## src/rtl/multdiv_pkg.sv

```systemverilog
// Shared types and sizing helpers for the multicycle multiply/divide unit.
package multdiv_pkg;

  typedef enum logic [1:0] {
    OP_MULT  = 2'b00,
    OP_DIV   = 2'b01,
    OP_MULTU = 2'b10,
    OP_DIVU  = 2'b11
  } op_t;

  typedef enum logic [1:0] {
    IDLE,
    MUL,
    DIV,
    DONE
  } state_t;

  // Step counter must reach WIDTH for the multiplier's WIDTH+1 Booth steps.
  function automatic int cnt_width(input int w);
    return $clog2(w + 2);
  endfunction

endpackage

```

## src/rtl/mult_div_restoring_div_step.sv

```systemverilog
// One restoring-division step: shift in a dividend bit, trial-subtract the divisor.
module restoring_div_step #(
  parameter int WIDTH = 32
) (
  input  logic [WIDTH-1:0] rem_in,
  input  logic             bit_in,
  input  logic [WIDTH-1:0] divisor,
  output logic [WIDTH-1:0] rem_out,
  output logic             q_bit
);

  logic [WIDTH:0] shifted;
  logic [WIDTH:0] trial;

  // rem_in < divisor, so shifted < 2*divisor and the trial MSB is a clean borrow flag.
  always_comb begin
    shifted = {rem_in, bit_in};
    trial   = shifted - {1'b0, divisor};
    q_bit   = ~trial[WIDTH];
    rem_out = q_bit ? trial[WIDTH-1:0] : shifted[WIDTH-1:0];
  end

endmodule

```

## src/rtl/mult_div_unit.sv

```systemverilog
// Multicycle MULT/DIV unit writing HI/LO; ops 10/11 (MULTU/DIVU) are legal only
// when MULTDIV_UNSIGNED_EN is defined, otherwise they raise illegal_op.
module mult_div_unit
  import multdiv_pkg::*;
#(
  parameter int WIDTH = 32
) (
  input  logic             clock,
  input  logic             reset,
  input  logic             start,
  input  logic [1:0]       op,
  input  logic [WIDTH-1:0] src_a,
  input  logic [WIDTH-1:0] src_b,
  output logic             busy,
  output logic             done,
  output logic             div_zero,
  output logic             illegal_op,
  output logic [WIDTH-1:0] hi,
  output logic [WIDTH-1:0] lo
);

  localparam int CW = cnt_width(WIDTH);
  localparam logic [CW-1:0] MUL_LAST = CW'(WIDTH);
  localparam logic [CW-1:0] DIV_LAST = CW'(WIDTH - 1);

  state_t              state;
  logic [CW-1:0]       cnt;
  logic [2*WIDTH+1:0]  prod;
  logic                qm1;
  logic [WIDTH:0]      mcand;
  logic [WIDTH-1:0]    rem, dvd, dvs;
  logic                neg_q, neg_r;

  op_t                 opc;
  logic                op_legal, op_signed, op_isdiv;
  logic [WIDTH-1:0]    a_mag, b_mag;
  logic [WIDTH:0]      upper, booth_sum;
  logic [2*WIDTH+1:0]  prod_nxt;
  logic [WIDTH-1:0]    rem_nxt, q_final, quot_s, rem_s;
  logic                q_bit;

  always_comb begin
    opc       = op_t'(op);
    op_signed = (opc == OP_MULT) || (opc == OP_DIV);
    op_isdiv  = (opc == OP_DIV) || (opc == OP_DIVU);
`ifdef MULTDIV_UNSIGNED_EN
    op_legal  = 1'b1;
`else
    op_legal  = op_signed;
`endif
    a_mag = (op_signed && src_a[WIDTH-1]) ? -src_a : src_a;
    b_mag = (op_signed && src_b[WIDTH-1]) ? -src_b : src_b;
  end

  // Radix-2 Booth step on {upper, lower, qm1}, followed by an arithmetic shift.
  always_comb begin
    upper = prod[2*WIDTH+1:WIDTH+1];
    case ({prod[0], qm1})
      2'b01:   booth_sum = upper + mcand;
      2'b10:   booth_sum = upper - mcand;
      default: booth_sum = upper;
    endcase
    prod_nxt = {booth_sum[WIDTH], booth_sum, prod[WIDTH:1]};
  end

  restoring_div_step #(.WIDTH(WIDTH)) u_div_step (
    .rem_in  (rem),
    .bit_in  (dvd[WIDTH-1]),
    .divisor (dvs),
    .rem_out (rem_nxt),
    .q_bit   (q_bit)
  );

  always_comb begin
    q_final = {dvd[WIDTH-2:0], q_bit};
    quot_s  = neg_q ? -q_final : q_final;
    rem_s   = neg_r ? -rem_nxt : rem_nxt;
  end

  always_ff @(posedge clock) begin
    if (reset) begin
      state      <= IDLE;
      cnt        <= '0;
      busy       <= 1'b0;
      done       <= 1'b0;
      div_zero   <= 1'b0;
      illegal_op <= 1'b0;
      hi         <= '0;
      lo         <= '0;
      prod       <= '0;
      qm1        <= 1'b0;
      mcand      <= '0;
      rem        <= '0;
      dvd        <= '0;
      dvs        <= '0;
      neg_q      <= 1'b0;
      neg_r      <= 1'b0;
    end else begin
      done       <= 1'b0;
      div_zero   <= 1'b0;
      illegal_op <= 1'b0;
      case (state)
        IDLE: begin
          if (start) begin
            if (!op_legal) begin
              illegal_op <= 1'b1;
            end else begin
              busy <= 1'b1;
              cnt  <= '0;
              if (op_isdiv) begin
                if (src_b == '0) begin
                  state    <= DONE;
                  done     <= 1'b1;
                  div_zero <= 1'b1;
                end else begin
                  state <= DIV;
                  rem   <= '0;
                  dvd   <= a_mag;
                  dvs   <= b_mag;
                  neg_q <= op_signed && (src_a[WIDTH-1] ^ src_b[WIDTH-1]);
                  neg_r <= op_signed && src_a[WIDTH-1];
                end
              end else begin
                state <= MUL;
                mcand <= {op_signed && src_a[WIDTH-1], src_a};
                prod  <= {{(WIDTH+1){1'b0}}, op_signed && src_b[WIDTH-1], src_b};
                qm1   <= 1'b0;
              end
            end
          end
        end
        MUL: begin
          prod <= prod_nxt;
          qm1  <= prod[0];
          cnt  <= cnt + CW'(1);
          if (cnt == MUL_LAST) begin
            state <= DONE;
            done  <= 1'b1;
            hi    <= prod_nxt[2*WIDTH-1:WIDTH];
            lo    <= prod_nxt[WIDTH-1:0];
          end
        end
        DIV: begin
          rem <= rem_nxt;
          dvd <= q_final;
          cnt <= cnt + CW'(1);
          if (cnt == DIV_LAST) begin
            state <= DONE;
            done  <= 1'b1;
            lo    <= quot_s;
            hi    <= rem_s;
          end
        end
        DONE: begin
          state <= IDLE;
          busy  <= 1'b0;
          cnt   <= '0;
        end
        default: state <= IDLE;
      endcase
    end
  end

endmodule

```

## config.mk

```make
export PLATFORM = sky130hd
export DESIGN_NAME = mult_div_unit
export DESIGN_NICKNAME = d
export VERILOG_FILES = /design/src/rtl/multdiv_pkg.sv /design/src/rtl/mult_div_restoring_div_step.sv /design/src/rtl/mult_div_unit.sv
export SDC_FILE = /design/constraint.sdc
export NUM_CORES = 1
export LEC_CHECK = 0
export BUFFER_PORTS_ARGS = -buffer_cell sky130_fd_sc_hd__buf_4
export CAP_MARGIN = 20
export CELL_PAD_IN_SITES_DETAIL_PLACEMENT = 0
export CELL_PAD_IN_SITES_GLOBAL_PLACEMENT = 1
export CORE_MARGIN = 8
export CORE_UTILIZATION = 42
export DETAILED_ROUTE_END_ITERATION = 6
export GPL_ROUTABILITY_DRIVEN = 0
export GPL_TIMING_DRIVEN = 0
export PLACE_DENSITY = 0.77
export SYNTH_ARGS = -nofsm -noshare
export SYNTH_HDL_FRONTEND = slang
export SYNTH_SLANG_ARGS = --single-unit
```

## constraint.sdc

```tcl
create_clock -name clock -period 6.4 [get_ports clock]
set_clock_uncertainty 0.15 [all_clocks]
set_input_delay 0.64 -clock clock [delete_from_list [all_inputs] [get_ports clock]]
set_output_delay 0.64 -clock clock [all_outputs]
set_load 0.1 [all_outputs]
```

==> impl_results.md, run 1 <==
* Worst-Skew Late Latency at around 0.55 ns
* ANT cells at 0
* Arrival time worst endpoint at ~6.3 ns
* Slew Limit Fails at 0
* Average vias per placed instance at a little under 6
* Max-Cap Viols at 0
* H-tree depth at 2
* Dominant synthesized flop cell: dfxtp_1
* Fraction of synthesized cell area in xor and xnor cells at 9.24%
* Yosys warning total at 0
* DR iter-0 viols at ~1.9k
* Crit Path Max Fanout at 19
* Largest vdd supply drop at 383 uV
* Initial Utilization at between 40 and 50%
* Worst-path clk slew at about 0.06 ns
* Count of buffers inserted at the top-level ports at ~140
* Min Tclk post-route at 5.94 ns
* Routed wire length at 75.2 mm
* CTS tree: yes
* Dominant cell by count in the synthesized netlist: nor2_1
* Final period util at 92.8%
* Number of DRC violations after detailed routing at 0
* Largest net degree at the start of global routing at 13
* Register bit count reported by yosys at about 270
* Share of cell area taken by muxes after synthesis at under 10%
* Number of different library cells in the post-synthesis netlist at 93
* Global-route usage over all layers at 27.1%
* Switching power at around 6.1 mW
* Share of async-settable or async-resettable flops after synthesis at 0%
* First-pass GRT wire length at between 100 and 150 mm
* Initial antenna violation count at 0
* Share of the synthesized area in the top cell type at between 20% and 30%
* Final core occ at between 40% and 50%
* Relative contribution of sequential cells to total power at about a fifth
* Top area cells in the synthesized netlist: dfxtp_1, a21oi_1, nor2_1
* Proportion of synthesized chip area in sequential cells at roughly 29%
* Startpoint type of the worst setup path: flop
* Syn nets at ~2.7k
* Antenna-violating nets left at 0
* Nature of the critical path endpoint: flop
* Critical setup path kind: flop to flop
* Fmax at 168 MHz
* Share of cells above drive strength 1 at under 10%
* Number of global-route vias before repair at around 19k
* Die Span Y at ~230 um
* Number of setup buffers added after CTS at 0
* Post-synthesis share of cell area spent on and, or, nand and nor gates at between 20% and 30%
* Maximum number of buffers from clock root to sink at 3
* Pwr dens at 527 nW/um^2
* NumNets Final at slightly below 3k
* Area added between synthesis and finish at 15.3%
* Transition time of the tightest slew-check pin at between 1 and 1.5 ns
* Setup total negative slack at 0 ns
* Count of flip-flops with a built-in enable after synthesis at 0
* Status: finished clean
* Number of hold-slack violations in the final timing report at 0
* Horiz. Die Dim at between 200 and 250 um
* Dominant combinational cell family by area after synthesis: compound AO/OA/AOI/OAI gates
* Average routed wire per standard cell at ~22 um
* Combinational share of power at ~63%
* Non-filler cells, final at approximately 3.4k
* Leakage Power at around 8.4 nW
* Netlist Area Pre-Place at around 19,000 sq um
* Root buffer cell: clkbuf_16
* Fraction of power spent switching nets at 52.3%
* Total of fill cells in the finished design at approximately 4.6k
* Number of rows created at floorplan at slightly below 80
* Design internal power at between 5 and 6 mW
* Total grt overflow at 0
* DPL Wire Length at between 60 and 70 mm
* Largest area contributor in the synthesized netlist: dfxtp_1
* Clock network fraction of total power at 17.5%
* Total number of vias at 20.1k
* Core box area at around 45,000 sq um
* Top-level I/O count at approximately 140
* Clock Sink Count at about 270
* Compound-Gate Fraction of Synth Area at 25.5%
* Total die area at roughly 53,000 sq um
* Inst Count DP at around 3.3k
* Kind of path behind the tightest hold check: primary input to flop
* Area share of fa/ha/maj cells after synthesis at roughly 5.2%
* Num CTS Buffers at 35
* Remaining max-slew budget at the tightest pin at around 27%
* Cells after synthesis at roughly 2.6k
* Endpoints failing setup at 0
* Average size of a mapped cell at roughly 7.4 sq um
* Setup repair after global routing missed its margin: no
* Leading post-synthesis cells by instance count: nor2_1, nand2_1, dfxtp_1
* Total iterations of the first detailed-routing run at 6
* Data required time of the worst path at approximately 6.7 ns
[registers in the layout, indices dropped and copies added (netlist names)]
| register | count |
|---|---|
| prod | 65 |
| mcand | 33 |
| dvd | 32 |
| dvs | 32 |
| hi | 32 |
| lo | 32 |
| rem | 32 |
| cnt | 6 |
| state | 2 |
| busy | 1 |
| div_zero | 1 |
| done | 1 |
| illegal_op | 1 |
| neg_q | 1 |
| neg_r | 1 |
| qm1 | 1 |
[power groups by stage]
stage,Combinational [mW],Sequential (mW),Clock [mW]
after floorplan,4.54,2.83,0
after global placement,7.14,2.24,0
after detailed placement,7.20,2.25,0
after CTS,7.23,2.21,2.06
after global routing,7.87,2.24,2.12
final,7.37,2.22,2.03
[layer usage]
metal	wire length, um	global-route usage [%]
met5	0	0
met4	2590	9.44
met3	5600	3.68
met2	33400	42.9
met1	33600	37.4
[critical path: stages, from the launching register on]
cell	delay (ns)
dfxtp_1	0.32
inv_1	0.09
ha_1	0.18
inv_1	0.05
fa_1	0.43
a211oi_2	0.31
o21bai_2	0.17
o21bai_1	0.42
a2111o_1	0.29
a31o_1	0.37
buf_6	0.21
nand2_2	0.08
inv_2	0.15
buf_2	0.43
ha_1	0.31
nand3_1	0.19
or3_1	0.45
or3_1	0.42
o31ai_1	0.27
xor2_1	0.11
a211oi_1	0.27
a21oi_1	0.07
nor2_1	0.11
[cell families (layout without fill, tap and decap cells)]
kind of cell    after synthesis  after routing
compound gates              771            771
xor+xnor                    202            202
fa+ha+maj                    79             79
buf+inv                     252            446
flops                       273            273
mux                          79             79
simple gates                929            929
[worst paths after layout]
path                         from                     end  slack [ns]  cells past startpoint
min reg2reg  dvs[30]$_SDFFE_PP0P_    dvs[30]$_SDFFE_PP0P_        0.31                      2
max          dvd[31]$_SDFFE_PP0P_     lo[28]$_SDFFE_PP0P_        0.46                     22
max reg2reg  dvd[31]$_SDFFE_PP0P_     lo[28]$_SDFFE_PP0P_        0.46                     22
min                     src_a[30]  mcand[30]$_SDFFE_PP0P_        0.23                      3
[cells in the final DEF (no fill, tap or decap), types with 56 or more instances in the layout]
cell type    n
dfxtp_1    273
o21ai_0    132
xor2_1      88
buf_4      139
mux2i_1     66
a21oi_1    265
ha_1        77
nor2_1     337
xnor2_1    114
nor3_1      56
inv_1       86
a211oi_1   103
clkbuf_1   143
nand2_1    305
[what timing repair did]
item,in CTS,in global routing
hold buffers,0,0
endpoints found under the setup margin,0,4
gates resized for setup,0,0
[area by class of cell]
class | count | area [sq um] | area share (%)
Inverter | 87 | 327 | 1.48
Clock buffer | 50 | 1030 | 4.69
Clock inverter | 10 | 131 | 0.595
Tap cell | 600 | 751 | 3.40
Buffer | 164 | 662 | 3.00
Multi-Input combinational cell | 2060 | 12700 | 57.5
Sequential cell | 273 | 5470 | 24.8
Timing Repair Buffer | 135 | 1010 | 4.59
[metrics by stage]
stage,setup slack (ns),area [sq um],total power [mW],hold slack (ns)
after floorplan,1.54,19100,7.37,0.282
after global placement,0.227,20900,9.38,0.296
after detailed placement,0.205,20900,9.44,0.299
after CTS,0.165,22100,11.5,0.207
after global routing,0.108,22100,12.2,0.229
final,0.462,22100,11.6,0.233
Power figures use the tool's default switching activity.
==> run 2: changes to the inputs <==
ABC_AREA = 1   (was not set)
CORE_MARGIN = 2   (was 8)
CORE_UTILIZATION = 39   (was 42)
PLACE_DENSITY = 0.78   (was 0.77)
clock period = 5.22 ns   (was 6.4 ns; I/O delays follow)
==> run 2 against run 1 <==
  * Critical endpoint is now hi[27]$_SDFFE_PP0P_
  * Critical path depth rose by 1
  * Sequential power rose by 20%
  * Worst hold slack got worse by 0.16 ns
  * First-iteration DRC count rose by 17%
  * Non-clock buffer count fell by 21
  * Setup slack got worse by 0.14 ns
==> impl_results.md, run 2 <==
* Initial antenna violation count at 0
* Antenna-violating nets left at 0
* Number of different library cells in the post-synthesis netlist at just over 60
* DPL Wire Length at roughly 68 mm
* Fmax at about 200 MHz
* Number of DRC violations after detailed routing at 0
* Critical setup path kind: flop to flop
* Dominant synthesized flop cell: dfxtp_1
* Average routed wire per standard cell at 19.8 um
* Total of fill cells in the finished design at ~5.6k
* Area share of fa/ha/maj cells after synthesis at 4.92%
* Total iterations of the first detailed-routing run at 6
* Share of async-settable or async-resettable flops after synthesis at 0%
* Root buffer cell: clkbuf_16
* Cells after synthesis at roughly 3.4k
* Count of buffers inserted at the top-level ports at 135
* Area of the multi-input gates at between 10,000 and 15,000 sq um
* Dominant combinational cell family by area after synthesis: simple AND/OR/NAND/NOR gates
* Crit path cell chain: ha_1, clkbuf_1, clkbuf_2, nand2_1, o21ai_0, inv_1, ha_1, nand3_1, nand3_1, a21oi_1, o21ai_0, nand3_1, nand3_1, a21o_1, inv_1, or2_2, nand3_1, nand2_1, nand2_1, nand2_1, inv_1, nand2_1, a21oi_1
* Number of hold-slack violations in the final timing report at 0
* Arrival time worst endpoint at 5.21 ns
* Final worst setup slack at between 0.3 and 0.4 ns
* Most frequent cells in the layout: nand2_1, inv_1, a21oi_1, nor2_1, dfxtp_1
* Total grt overflow at 0
* Average size of a mapped cell at 6.07 sq um
* Global-route usage over all layers at 30.3%
* Endpoints failing setup at 0
* Largest regs: prod (65), mcand (33)
* Nature of the critical path endpoint: flop
* Total number of vias at roughly 23k
* Sequential Area at between 5000 and 6000 sq um
* Setup repair after global routing missed its margin: no
* Number of global-route vias before repair at ~21k
* Leading post-synthesis cells by instance count: nand2_1, inv_1, a21oi_1
* Final period util at about 94%
* Top-level I/O count at around 140
* Count of flip-flops with a built-in enable after synthesis at 0
* Initial Utilization at between 30 and 40%
* Largest register FFs at 65
* Area added between synthesis and finish at 15.6%
* Top register by number of flip-flops: prod
* NumNets Final at 3,681
* Clock Sink Count at 273
* Leakage Power at approximately 11 nW
* Yosys warning total at 0
* H-tree depth at 2
* Compound-Gate Fraction of Synth Area at roughly a fifth
* Minimum setup slack among reg-to-reg paths at ~0.32 ns
* Final core occ at roughly 46%
* Max-Cap Viols at 0
* Top area cells in the synthesized netlist: dfxtp_1, nand2_1, inv_1
* Crit Path Max Fanout at 10
* Largest area contributor in the synthesized netlist: dfxtp_1
* Share of cells above drive strength 1 at under 10%
* DR iter-0 viols at approximately 2.2k
* Setup total negative slack at 0 ns
* Fraction of synthesized cell area in xor and xnor cells at 4.47%
* Total stage count of the critical path at 23
* Die Span Y at 233 um
* Transition time of the tightest slew-check pin at 1.22 ns
* Largest vdd supply drop at 496 uV
* Maximum number of buffers from clock root to sink at 3
* Status: finished clean
* Post-synthesis share of cell area spent on and, or, nand and nor gates at approximately 34%
* Core box area at just over 50,000 sq um
* Syn nets at approximately 3.5k
* Largest stage delay on the critical path at between 0.7 and 0.8 ns
* Proportion of synthesized chip area in sequential cells at 26.8%
* Hold Path Stages at 3
* Startpoint type of the worst setup path: flop
* Pwr dens at 510 nW/um^2
* Routed wire length at 83.9 mm
* First-pass GRT wire length at roughly 130 mm
* Dominant cell by count in the synthesized netlist: nand2_1
* ANT cells at 0
* Num CTS Buffers at 36
* Number of hold buffers added after CTS at 0
* Share of cell area taken by muxes after synthesis at 0.0491%
* Largest net degree at the start of global routing at 13
* DP Area at approximately 22,000 sq um
* Remaining max-slew budget at the tightest pin at a little under a fifth
* Horiz. Die Dim at 233 um
* Bufs and invs on worst path at 5
* Worst-Skew Late Latency at around 0.56 ns
* Min Tclk post-route at approximately 5 ns
* Most common cell after layout, fill and taps aside: nand2_1
* Slew Limit Fails at 0
* Setup slack after placement at -0.00531 ns
* Average vias per placed instance at approximately 5.5
* Data required time of the worst path at about 5.5 ns
* Number of rows created at floorplan at 83
* Non-filler cells, final at around 4.2k
* Share of the synthesized area in the top cell type at 26.8%
* Kind of path behind the tightest hold check: primary input to flop
* Power, Total at approximately 12 mW
* Count of cells along the worst register-to-register path at 23
* Inst Count DP at around 4.2k
* CTS tree: yes
* Final hold slack at ~0.077 ns
* Total die area at approximately 54,000 sq um
* Final std cell area, no fill at 23,600 sq um
* Register bit count reported by yosys at around 270
* Critical path's slowest cell: o21ai_0
* Top delay family on crit path: simple AND/OR/NAND/NOR gates
* Worst-path clk slew at ~0.060 ns
* Netlist Area Pre-Place at 20,400 sq um
==> run 2: changes by cell type in the layout (fill, tap and decap cells not counted), sizes merged, moves of 39 or more <==
cell,before,now
inv,88,426
nand2,306,992
nand3,45,196
mux2i,66,1
nor2,337,297
xnor2,114,28
a21oi,266,305
o21ai,142,257
a211oi,107,8
==> run 2: power by group <==
| group | total [mW] | leakage (nW) | internal, mW | switching [mW] |
|---|---|---|---|---|
| clock | 2.66 | 0.606 | 1.62 | 1.05 |
| combinational | 6.69 | 8.23 | 1.88 | 4.81 |
| sequential | 2.67 | 2.22 | 2.36 | 0.304 |
==> run 2: cell families after synthesis <==
logic type	count (synthesis)
flops	273
xor+xnor	104
mux	1
fa+ha+maj	79
compound gates	698
buf+inv	568
simple gates	1635
==> run 2: final timing paths <==
check / from / endpoint
max: prod[0]$_SDFFE_PP0P_ / hi[27]$_SDFFE_PP0P_
min: start / illegal_op$_SDFF_PP0_
max reg2reg: prod[0]$_SDFFE_PP0P_ / hi[27]$_SDFFE_PP0P_
min reg2reg: qm1$_SDFFE_PP0P_ / qm1$_SDFFE_PP0P_
==> run 2: routing by layer <==
metal  share of wire, %  wire, um  up-vias  global-route usage (%)
met5                  0         0        -                       0
met4                4.6      3820        0                    12.9
met3                7.1      5980      187                    3.82
met2                 44     37100      929                    48.5
met1                 44     37000    10800                    40.8
li1                   -         -    11200                       -
==> run 2: tightest hold or removal path: stages <==
cell and delay [ns]:
buf_4 0.11, nand3_1 0.07, nor2_1 0.04
==> run 2: repair_timing <==
| item | 4_1_cts | 5_1_grt |
|---|---|---|
| setup buffers | 0 | 1 |
| pin swaps | 0 | 1 |
| cloned | 0 | 0 |
| setup endpoints to repair | 1 | 12 |
| gates resized for setup | 1 | 13 |
==> run 2: area by class of cell <==
| class | instances | share of cell area, % |
|---|---|---|
| inverter | 427 | 6.80 |
| tap | 680 | 3.61 |
| sequential | 273 | 23.2 |
| timing repair buffer | 137 | 4.38 |
| clock inverter | 17 | 1.01 |
| buffer | 141 | 2.68 |
| multi-input combinational | 2517 | 54.0 |
| clock buffer | 48 | 4.28 |
